$ cat config.mk
export PLATFORM = sky130hd
export DESIGN_NAME = instr_reg_sched
export DESIGN_NICKNAME = d
export VERILOG_FILES = /design/src/rtl/instr_register_pkg.sv /design/src/rtl/rr_arbiter2.sv /design/src/rtl/instr_reg_sched.sv
export SDC_FILE = /design/constraint.sdc
export NUM_CORES = 1
export LEC_CHECK = 0
export ABC_AREA = 1
export BUFFER_PORTS_ARGS = -buffer_cell sky130_fd_sc_hd__buf_2
export CAP_MARGIN = 5
export CORE_AREA = 10 10 133 135
export CTS_BUF_LIST = sky130_fd_sc_hd__clkbuf_4 sky130_fd_sc_hd__clkbuf_8
export DETAILED_ROUTE_END_ITERATION = 8
export DIE_AREA = 0 0 143 145
export PLACE_DENSITY = 0.74
export SKIP_CTS_REPAIR_TIMING = 1
export SYNTH_ARGS = -nofsm -noshare
export SYNTH_HDL_FRONTEND = slang
export SYNTH_SLANG_ARGS = --single-unit
$ cat constraint.sdc
create_clock -name clk -period 3.6 [get_ports clk]
set_clock_uncertainty 0.2 [all_clocks]
set_input_delay 1.08 -clock clk [delete_from_list [all_inputs] [get_ports clk]]
set_output_delay 1.08 -clock clk [all_outputs]
set_load 0.1 [all_outputs]
$ cat src/rtl/instr_register_pkg.sv
// Shared types for the instruction register and its write/read scheduler.
package instr_register_pkg;

  typedef enum logic [3:0] {ZERO, PASSA, PASSB, ADD, SUB, MULT, DIV, MOD} opcode_t;

  typedef logic signed [31:0] operand_t;

  typedef struct packed {
    opcode_t  opc;
    operand_t op_a;
    operand_t op_b;
  } instruction_t;

  localparam int IR_DEPTH = 32;
  localparam int IR_PTR_W = 5;

  typedef enum logic {RUN, FLUSH} sched_state_t;

endpackage

$ cat src/rtl/rr_arbiter2.sv
// Two-requester round-robin grant; priority passes to the loser after every acceptance.
module rr_arbiter2 (
  input  logic clk,
  input  logic reset_n,
  input  logic en_i,
  input  logic clear_i,
  input  logic req_a_i,
  input  logic req_b_i,
  output logic gnt_a_o,
  output logic gnt_b_o
);

  logic prio_b_q;
  logic pick_a;

  // With nobody requesting, the grant rests on the priority holder.
  always_comb begin
    if (prio_b_q) pick_a = req_a_i & ~req_b_i;
    else          pick_a = ~(req_b_i & ~req_a_i);
    gnt_a_o = en_i & pick_a;
    gnt_b_o = en_i & ~pick_a;
  end

  always_ff @(posedge clk or negedge reset_n) begin
    if (!reset_n)                  prio_b_q <= 1'b0;
    else if (clear_i)              prio_b_q <= 1'b0;
    else if (gnt_a_o && req_a_i)   prio_b_q <= 1'b1;
    else if (gnt_b_o && req_b_i)   prio_b_q <= 1'b0;
  end

endmodule

$ cat src/rtl/instr_reg_sched.sv
// Write/read scheduler for the instruction register: arbitrates two writers,
// pipelines accepted writes by one cycle and tracks occupancy and committed count.
//   state | meaning
//   RUN   | normal operation, accepts writes and pops
//   FLUSH | one-cycle discard; in-flight write finishes, all counters clear on exit
module instr_reg_sched
  import instr_register_pkg::*;
#(
  parameter int DEPTH = IR_DEPTH
) (
  input  logic                clk,
  input  logic                reset_n,
  input  logic                flush,
  input  logic                a_valid,
  output logic                a_ready,
  input  instruction_t        a_instr,
  input  logic                b_valid,
  output logic                b_ready,
  input  instruction_t        b_instr,
  output logic                load_en,
  output logic [IR_PTR_W-1:0] write_pointer,
  output opcode_t             opcode,
  output operand_t            operand_a,
  output operand_t            operand_b,
  output logic [IR_PTR_W-1:0] read_pointer,
  input  instruction_t        instruction_word,
  output logic                rd_valid,
  input  logic                rd_ready,
  output instruction_t        rd_instr,
  output logic [IR_PTR_W:0]   count
);

  localparam logic [IR_PTR_W-1:0] PTR_LAST = IR_PTR_W'(DEPTH - 1);
  localparam logic [IR_PTR_W:0]   CNT_FULL = (IR_PTR_W + 1)'(DEPTH);

  sched_state_t        state_q, state_d;
  logic                run, clear;
  logic [IR_PTR_W-1:0] wr_ptr_q, wr_ptr_d, rd_ptr_q, rd_ptr_d;
  logic [IR_PTR_W-1:0] wp_q, wp_d;
  logic [IR_PTR_W:0]   occ_q, occ_d, cnt_q, cnt_d;
  logic                load_q, load_d;
  instruction_t        instr_q, instr_d;
  logic                arb_en, accept_a, accept_b, accept, pop;

  always_ff @(posedge clk or negedge reset_n) begin
    if (!reset_n) state_q <= RUN;
    else          state_q <= state_d;
  end

  always_comb begin
    state_d = state_q;
    case (state_q)
      RUN:     if (flush) state_d = FLUSH;
      FLUSH:   state_d = RUN;
      default: state_d = RUN;
    endcase
  end

  always_comb begin
    run   = (state_q == RUN);
    clear = (state_q == FLUSH);
  end

  // reset_n gates the handshakes so nothing is offered while reset is held.
  assign arb_en = reset_n & run & (occ_q < CNT_FULL);

  rr_arbiter2 u_arb (
    .clk     (clk),
    .reset_n (reset_n),
    .en_i    (arb_en),
    .clear_i (clear),
    .req_a_i (a_valid),
    .req_b_i (b_valid),
    .gnt_a_o (a_ready),
    .gnt_b_o (b_ready)
  );

  assign accept_a = a_valid & a_ready;
  assign accept_b = b_valid & b_ready;
  assign accept   = accept_a | accept_b;
  assign rd_valid = reset_n & run & (cnt_q != '0);
  assign pop      = rd_valid & rd_ready;

  always_comb begin
    wr_ptr_d = wr_ptr_q;
    rd_ptr_d = rd_ptr_q;
    occ_d    = occ_q;
    cnt_d    = cnt_q;
    load_d   = accept;
    wp_d     = wp_q;
    instr_d  = instr_q;
    if (accept) begin
      wp_d     = wr_ptr_q;
      instr_d  = accept_b ? b_instr : a_instr;
      wr_ptr_d = (wr_ptr_q == PTR_LAST) ? '0 : wr_ptr_q + 1'b1;
    end
    if (pop) rd_ptr_d = (rd_ptr_q == PTR_LAST) ? '0 : rd_ptr_q + 1'b1;
    case ({accept, pop})
      2'b10:   occ_d = occ_q + 1'b1;
      2'b01:   occ_d = occ_q - 1'b1;
      default: occ_d = occ_q;
    endcase
    case ({load_q, pop})
      2'b10:   cnt_d = cnt_q + 1'b1;
      2'b01:   cnt_d = cnt_q - 1'b1;
      default: cnt_d = cnt_q;
    endcase
    // Exiting FLUSH wipes the queue, including a write that just landed.
    if (clear) begin
      wr_ptr_d = '0;
      rd_ptr_d = '0;
      occ_d    = '0;
      cnt_d    = '0;
    end
  end

  always_ff @(posedge clk or negedge reset_n) begin
    if (!reset_n) begin
      wr_ptr_q <= '0;
      rd_ptr_q <= '0;
      occ_q    <= '0;
      cnt_q    <= '0;
      load_q   <= 1'b0;
      wp_q     <= '0;
      instr_q  <= '0;
    end else begin
      wr_ptr_q <= wr_ptr_d;
      rd_ptr_q <= rd_ptr_d;
      occ_q    <= occ_d;
      cnt_q    <= cnt_d;
      load_q   <= load_d;
      wp_q     <= wp_d;
      instr_q  <= instr_d;
    end
  end

  assign load_en       = load_q;
  assign write_pointer = wp_q;
  assign opcode        = instr_q.opc;
  assign operand_a     = instr_q.op_a;
  assign operand_b     = instr_q.op_b;
  assign read_pointer  = rd_ptr_q;
  assign rd_instr      = instruction_word;
  assign count         = cnt_q;

endmodule

# Yosys cells after proc, flatten, opt, wreduce, memory -nomap -nowiden
# Index checks and enable logic that the tools add are counted.
# totals
register_bits,98
in_bits,210
out_inout_bits,156
elab_cells,65
# op_classes
addsub,6
order_cmp,1
n_eq_ne,6
n_mux,17
n_bitwise,16
reduce_logical,8
# ops
cell,count
68-bit two-way mux,1
5-bit two-way mux,6
6-bit case mux with 2 select lines,2
6-bit by 1-bit adder with 6-bit output (second input constant),2
6-bit two-way mux,2
6-bit by 1-bit subtractor with 6-bit output (second input constant),2
5-bit by 1-bit adder with 5-bit output (second input constant),2
1-bit bitwise AND,10
5-bit == test (second input constant),2
3-bit nonzero test,3
6-bit < comparator (second input constant),1
6-bit nonzero test,1
1-bit two-way mux,5
1-bit inverter,5
2-bit by 1-bit == test with 1-bit output (second input constant),2
2-bit == test (second input constant),2
2-bit nonzero test,2
1-bit logical AND,2
1-bit case mux with 2 select lines,1
1-bit bitwise OR,1

# Logic depth before layout (Yosys ltp)
# Gate-level depths: netlist (run 1).
# depth
ltp_word,11
mapped_depth,15
mapped_depth_nobuf,15

# By module
# A second synthesis (run 1) with hierarchy kept.
# unflattened
hier_cells,664
hier_area_um2,5534.1
# by_module_without_submodules
module,instances,cells_each,area_per_inst_um2,seq_area_each_um2
instr_reg_sched,1,645,5430.2,2427.3
rr_arbiter2,1,19,103.8,25.0

# Worst setup path after synthesis (run 1)
# Ideal clock, no wire load.
# synth_path
path_kind,input to output
start,in a_valid
end,out b_ready
arrival_ns,3.775
required_ns,2.320
slack_ns,-1.455
path_stages,4
n_path_buf,2
cell_sequence,a21boi_1 > clkbuf_1 > clkbuf_1 > nor3_1
# synth_via
elab_chain_cells,6
elab_cells_between_ends,7
cone_classes,mux: 1; bitwise: 6
# synth_lines
item,line_no,text
start: declaration,instr_reg_sched.sv:14,"input logic a_valid,"
1-bit inverter,rr_arbiter2.sv:19,else pick_a = ~(req_b_i & ~req_a_i);
1-bit bitwise AND,rr_arbiter2.sv:19,
1-bit inverter,rr_arbiter2.sv:19,
1-bit two-way mux (*),rr_arbiter2.sv:18,if (prio_b_q) pick_a = req_a_i & ~req_b_i;
1-bit inverter (*),rr_arbiter2.sv:21,gnt_b_o = en_i & ~pick_a;
1-bit bitwise AND (*),rr_arbiter2.sv:21,
end: declaration,instr_reg_sched.sv:18,"output logic b_ready,"
# Every way passes the cells marked *; elsewhere a longest branch is shown, timed or not.

# Final worst setup path (run 1)
# layout_path
start,in reset_n
end,out b_ready
# layout_via
elab_chain_cells,3
# layout_lines
item,line_no,text
start: declaration,instr_reg_sched.sv:12,"input logic reset_n,"
1-bit bitwise AND (2 in a row),instr_reg_sched.sv:65,assign arb_en = reset_n & run & (occ_q < CNT_FULL);
1-bit bitwise AND,rr_arbiter2.sv:21,
# Every way passes these cells.

==> summary.md, run 1 <==
| Metric | Value |
|---|---|
| Area grow syn2layout | `20.3%` |
| Synthesis Warnings | `0` |
| Final setup violation count | `0` |
| Period minus WS final | `3270 ps` |
| Clock Sinks | `98` |
| Placer Congestion | `0.833` |
| Vias in the first global route | `4,876` |
| Post-synth top area share | `46.5%` |
| Port buffer count | `229` |
| Largest cells by area after synthesis | `dfrtp_1 47%, nand3_1 15%, nand2_1 14%` |
| Core ar. | `15,000 sq um` |
| Drt wl/cell | `17.2 microns` |
| CTS buffer count | `9` |
| Crit Path Category | `in2out` |
| Register area share after synthesis | `46.5%` |
| Number of antenna diodes | `0` |
| Detail Route Antenna Nets | `0` |
| CP Capture Type | `output port` |
| Worst-path maximum fanout | `5` |
| Initial antenna violation count | `0` |
| Unique cell type count in the Yosys netlist | `30` |
| CTS root buf | `clkbuf_8` |
| Synth Cell Area | `5270 sq um` |
| Vias | `4,801` |
| #FFs+latches synth | `98` |
| Die Y | `145 microns` |
| Clock transition at path regs | `90 ps` |
| Share of post-route cells with drive strength above 1 | `33.4%` |
| CTS tree | `done` |
| Maximum vdd drop | `0.909 mV` |
| DRT Wirelength | `17,200 microns` |
| Max Cap Violations | `0` |
| Die Wd | `143 microns` |
| H-tree level count | `3` |
| Power per cell area | `1070 nW/um^2` |
| CTS Buffer Depth | `2` |
| Worst skew pair latency | `370 ps` |
| Path depth of the worst reg2reg path | `13` |
| Placed cell count | `981` |
| Hpwl dp | `13,400 microns` |
| Crit path DAT | `1990 ps` |
| Final nets | `1,028` |
| Syn Area/Cell | `8.11 sq um` |
| Hold Path End | `write_pointer[4]` |
| Worst hold path startpoint | `write_pointer[4]` |
| Leak pwr | `0.00345 uW` |
| Setup slack, reg-to-reg | `790 ps` |
| CP Launch Type | `input pin` |
| Fin. Hold Viols | `0` |
| Die ar. | `20,700 sq um` |
| Post-route clock period utilization | `91.0%` |
| Largest net degree at the start of global routing | `63` |
| First DRT Iteration DRCs | `230` |
| Synth cell count leaders | `195 x nand2_1, 155 x nand3_1, 98 x dfrtp_1` |
| Power, Total | `6780 uW` |
| Gr usage total | `16.1%` |
| Leading area contributor after synthesis | `dfrtp_1` |
| Remaining DRCs | `0` |
| Initial DRT Pass Iterations | `4` |
| Reg2Reg Capture Point | `occ_q[5]` |
| Critical path data required time | `2320 ps` |
| Worst R2R Start | `clear` |
| RSZ-0062 raised after global routing | `false` |
| Max-slew violations | `0` |
| Vias/cell | `4.82` |
| Slew Limit Headroom | `46.6%` |
| Row Count | `45` |
| HP Class | `reg2reg` |
| Status | `finished clean` |
| First-pass GRT wire length | `26,900 microns` |
| Hold-critical path depth | `2` |
| Peak Freq | `0.305 GHz` |
| Most common cell in the netlist | `nand2_1` |
| Synth async-reset ratio | `100%` |
| Starting Density | `35.1%` |
| Min Hold Slack | `271 ps` |
| Layout Cells excl Fill | `997` |
| Ys flop type | `dfrtp_1` |
| Congestion Overflow GR | `0` |
| I/O pin cnt | `366` |
| Cells after Synth | `650` |
| Syn nets | `874` |
| Worst-Margin Slew | `801 ps` |
| Post-synth EDFFs | `0` |
cells in the final DEF (no fill, tap or decap), types with 3 or more instances in the layout:
cell      count
buf_2       225
nand2_1     195
nand3_1     155
dfrtp_1      98
nor2_1       20
inv_1        15
buf_4        13
a21oi_1      12
ha_1         12
o21ai_0      10
clkbuf_8     10
xor2_1        4
xnor2_1       4
o21ai_1       4
inv_2         3
nand4_1       3
clkinv_2      3
buf_12        3
registers in the layout, indices dropped and copies added, names as in the netlist:
| signal | flops |
|---|---|
| operand_a | 32 |
| operand_b | 32 |
| count | 6 |
| occ_q | 6 |
| read_pointer | 5 |
| wr_ptr_q | 5 |
| write_pointer | 5 |
| opcode | 4 |
| clear | 1 |
| load_en | 1 |
| u_arb.prio_b_q | 1 |
metrics by stage:
step	instance area, sq um	setup TNS, ps	worst slack, ps	util [%]
6_report	6340	0	325	42.2
2_1_floorplan	5290	-288	-144	-
3_3_place_gp	6170	0	306	41.0
4_1_cts	6340	0	313	42.2
3_5_place_dp	6170	0	143	41.0
5_1_grt	6340	0	229	42.2
area by class of cell:
class	count	area, sq um
flip-flops and latches	98	2450
fillers	1555	8690
clock inverters	6	40.0
repair buffers	241	1280
inverters	19	71.3
multi-input cells	435	2120
clock buffers	10	138
well taps	188	235
power breakdown:
part	switching (uW)	internal, uW	total (uW)	leakage, uW
Combinational	3640	659	4300	0.00212
Sequential	289	1510	1800	0.00124
Clock	409	272	681	0.0000928
Total	4340	2440	6780	0.00345
worst max-delay path, cell delays in order:
cell    delay (ps)
buf_4           90
inv_1           60
nor3_4         210
inv_1          140
nor3_4         210
buf_12         200
worst max-delay path by stage:
stage                  from       end  slack, ps  cells past startpoint
floorplan           reset_n   a_ready       -140                      5
global placement    reset_n  occ_q[5]        310                     15
detailed placement  reset_n  occ_q[5]        140                     15
CTS                 reset_n   b_ready        310                      6
global route        reset_n   b_ready        230                      6
finish              reset_n   b_ready        330                      6
layer usage:
layer / share of wire (%) / vias up / wire (microns) / global-route usage, %
met1: 40 / 2182 / 6870 / 18.6
li1: - / 2369 / - / -
met3: 12 / 21 / 2000 / 7.92
met2: 46 / 229 / 7950 / 25.2
met4: 2.2 / 0 / 371 / 5.73
met5: 0 / - / 0 / 0
cell families (layout without fill, tap and decap cells):
family                   count (synthesis)  in the layout  synth area share [%]
adder cells (fa/ha/maj)                 14             14                  3.61
AND/OR/NAND/NOR                        384            384                  31.9
buffers and inverters                  117            276                  13.7
flip-flops                              98             98                  46.5
XOR/XNOR                                 8              8                  1.33
AO/OA/AOI/OAI                           29             29                  2.92
(Power assumes the default switching activity.)
==> inputs of run 2 (changes only) <==
--- a/config.mk
+++ b/config.mk
@@ -13,6 +13,7 @@
 export DETAILED_ROUTE_END_ITERATION = 8
 export DIE_AREA = 0 0 143 145
 export PLACE_DENSITY = 0.74
+export REMOVE_ABC_BUFFERS = 1
 export SKIP_CTS_REPAIR_TIMING = 1
 export SYNTH_ARGS = -nofsm -noshare
 export SYNTH_HDL_FRONTEND = slang
==> run 2 against run 1 <==
Effect of this change:
- sequential cell count did not move
- wire length grew 28%
- final cell count fell by 0.20%
- global-route usage up 4.2 points
- critical path depth unchanged
- first-iteration DRC count is 7.8% higher
- sequential power is essentially flat
- core utilization is 0.19 points higher
- clock-buffer cell count did not move
- register-to-register slack got worse by 50 ps
- via count is 3.9% higher
- critical path type unchanged
==> summary.md, run 2 (synthesis results as in run 1) <==
| Metric | Value |
|---|---|
| Status | `finished clean` |
| Worst R2R Start | `clear` |
| Slew Limit Headroom | `23.9% (-23 points)` |
| Die ar. | `20,700 sq um (unchanged)` |
| RSZ-0062 raised after global routing | `false` |
| CTS root buf | `clkbuf_8` |
| Gr usage total | `20.4% (+4.2 points)` |
| Final nets | `1,026 (-0.19%)` |
| Core ar. | `15,000 sq um (unchanged)` |
| Hold-critical path depth | `2 (unchanged)` |
| I/O pin cnt | `366 (unchanged)` |
| Largest net degree at the start of global routing | `88 (+40%)` |
| Post-route setup slack | `263 ps (-62.1 ps)` |
| HP Class | `reg2reg` |
| Clock transition at path regs | `90 ps (about the same)` |
| Clock Sinks | `98 (unchanged)` |
| CTS Buffer Depth | `2 (unchanged)` |
| Critical path data required time | `2320 ps (about the same)` |
| Die Wd | `143 microns (unchanged)` |
| First DRT Iteration DRCs | `248 (+7.8%)` |
| Hpwl dp | `17,600 microns (+31%)` |
| Post-route clock period utilization | `92.7% (+1.7 points)` |
| Drt wl/cell | `22.1 microns (+28%)` |
| Power per cell area | `1080 nW/um^2 (+1.3%)` |
| First-pass GRT wire length | `31,900 microns (+18%)` |
| CP Capture Point | `b_ready` |
| Reg2Reg Capture Point | `occ_q[5]` |
| Path depth of the worst reg2reg path | `13 (unchanged)` |
| Starting Density | `35.1% (unchanged)` |
| CTS tree | `done` |
| Port buffer count | `229 (unchanged)` |
| Setup total negative slack | `0 ps (unchanged)` |
| CTS buffer count | `9 (unchanged)` |
| Crit path from | `reset_n` |
| Area grow syn2layout | `20.8%` |
| Vias | `4,990 (+3.9%)` |
| Congestion Overflow GR | `0 (unchanged)` |
| Worst-Margin Slew | `1140 ps (+340 ps)` |
| H-tree level count | `3 (unchanged)` |
| Placer Congestion | `0.817 (-1.9%)` |
| CP Capture Type | `output port` |
| Worst-path maximum fanout | `5 (unchanged)` |
| Remaining DRCs | `0 (unchanged)` |
| Share of post-route cells with drive strength above 1 | `33.0% (-0.41 points)` |
| Final setup violation count | `0 (unchanged)` |
| Placement Setup Slack | `153 ps (+10.7 ps)` |
| Crit Path Category | `in2out` |
| DRT Wirelength | `22,000 microns (+28%)` |
| Crit path DAT | `2060 ps (+70 ps)` |
| Period minus WS final | `3340 ps (+62.1 ps)` |
| Initial antenna violation count | `0 (unchanged)` |
| Initial DRT Pass Iterations | `6 (+2)` |
| Most frequent cells in the layout | `225 x buf_2, 195 x nand2_1, 155 x nand3_1` |
| Die Y | `145 microns (unchanged)` |
| Commonest non-fill, non-tap cell in the layout | `buf_2` |
| CP Launch Type | `input pin` |
| Max-slew violations | `0 (unchanged)` |
| Maximum vdd drop | `0.579 mV (-36%)` |
| Setup slack, reg-to-reg | `740 ps (-50 ps)` |
| Detail Route Antenna Nets | `0 (unchanged)` |
| Fin. Hold Viols | `0 (unchanged)` |
| Number of antenna diodes | `0 (unchanged)` |
| Worst skew pair latency | `380 ps (about the same)` |
| Peak Freq | `0.300 GHz (-1.9%)` |
| Row Count | `45 (unchanged)` |
| Leak pwr | `0.00345 uW (about the same)` |
| Max Cap Violations | `0 (unchanged)` |
| Vias/cell | `5.02 (+4.1%)` |
| Vias in the first global route | `4,931 (+1.1%)` |
run 2: per-layer routing:
metal,track usage (%),vias up,share of wire [%]
met1,20.0,2266,34
met4,5.57,2,1.5
li1,-,2363,-
met2,27.7,332,41
met5,4.75,-,0.45
met3,21.9,27,23
run 2: worst min path at each step:
stage | startpoint | endpoint | slack (ps)
after floorplan | occ_q[2] | occ_q[2] | 270
after global placement | write_pointer[2] | write_pointer[2] | 260
after detailed placement | operand_a[12] | operand_a[12] | 260
after CTS | operand_b[0] | operand_b[0] | 290
after global routing | operand_a[20] | operand_a[20] | 310
final | operand_b[9] | operand_b[9] | 280
run 2: worst max-delay path, cell delays in order:
cell	delay [ps]
buf_4	80
inv_1	70
nor3_4	220
inv_1	90
nor3_1	290
buf_12	220
run 2: where the power goes:
group	internal, uW	switching [uW]
clock	400	405
combinational	658	3640
sequential	1510	284
total	2570	4330
run 2: final cells by class:
cell class	instances	area, sq um
well taps	188	235
repair buffers	239	1280
fillers	1555	8660
inverters	19	71.3
clock buffers	10	131
flip-flops and latches	98	2450
clock inverters	6	91.3
multi-input cells	435	2110
run 2: through the flow:
stage | std cells | total power [uW] | area [sq um] | hold slack (ps) | utilization, %
CTS | 995 | 6950 | 6370 | 286 | 42.4
floorplan | 552 | 5270 | 4620 | 265 | -
global placement | 979 | 6090 | 6150 | 256 | 40.9
global route | 995 | 7210 | 6370 | 308 | 42.4
finish | 995 | 6900 | 6370 | 282 | 42.4
detailed placement | 979 | 6140 | 6150 | 263 | 40.9
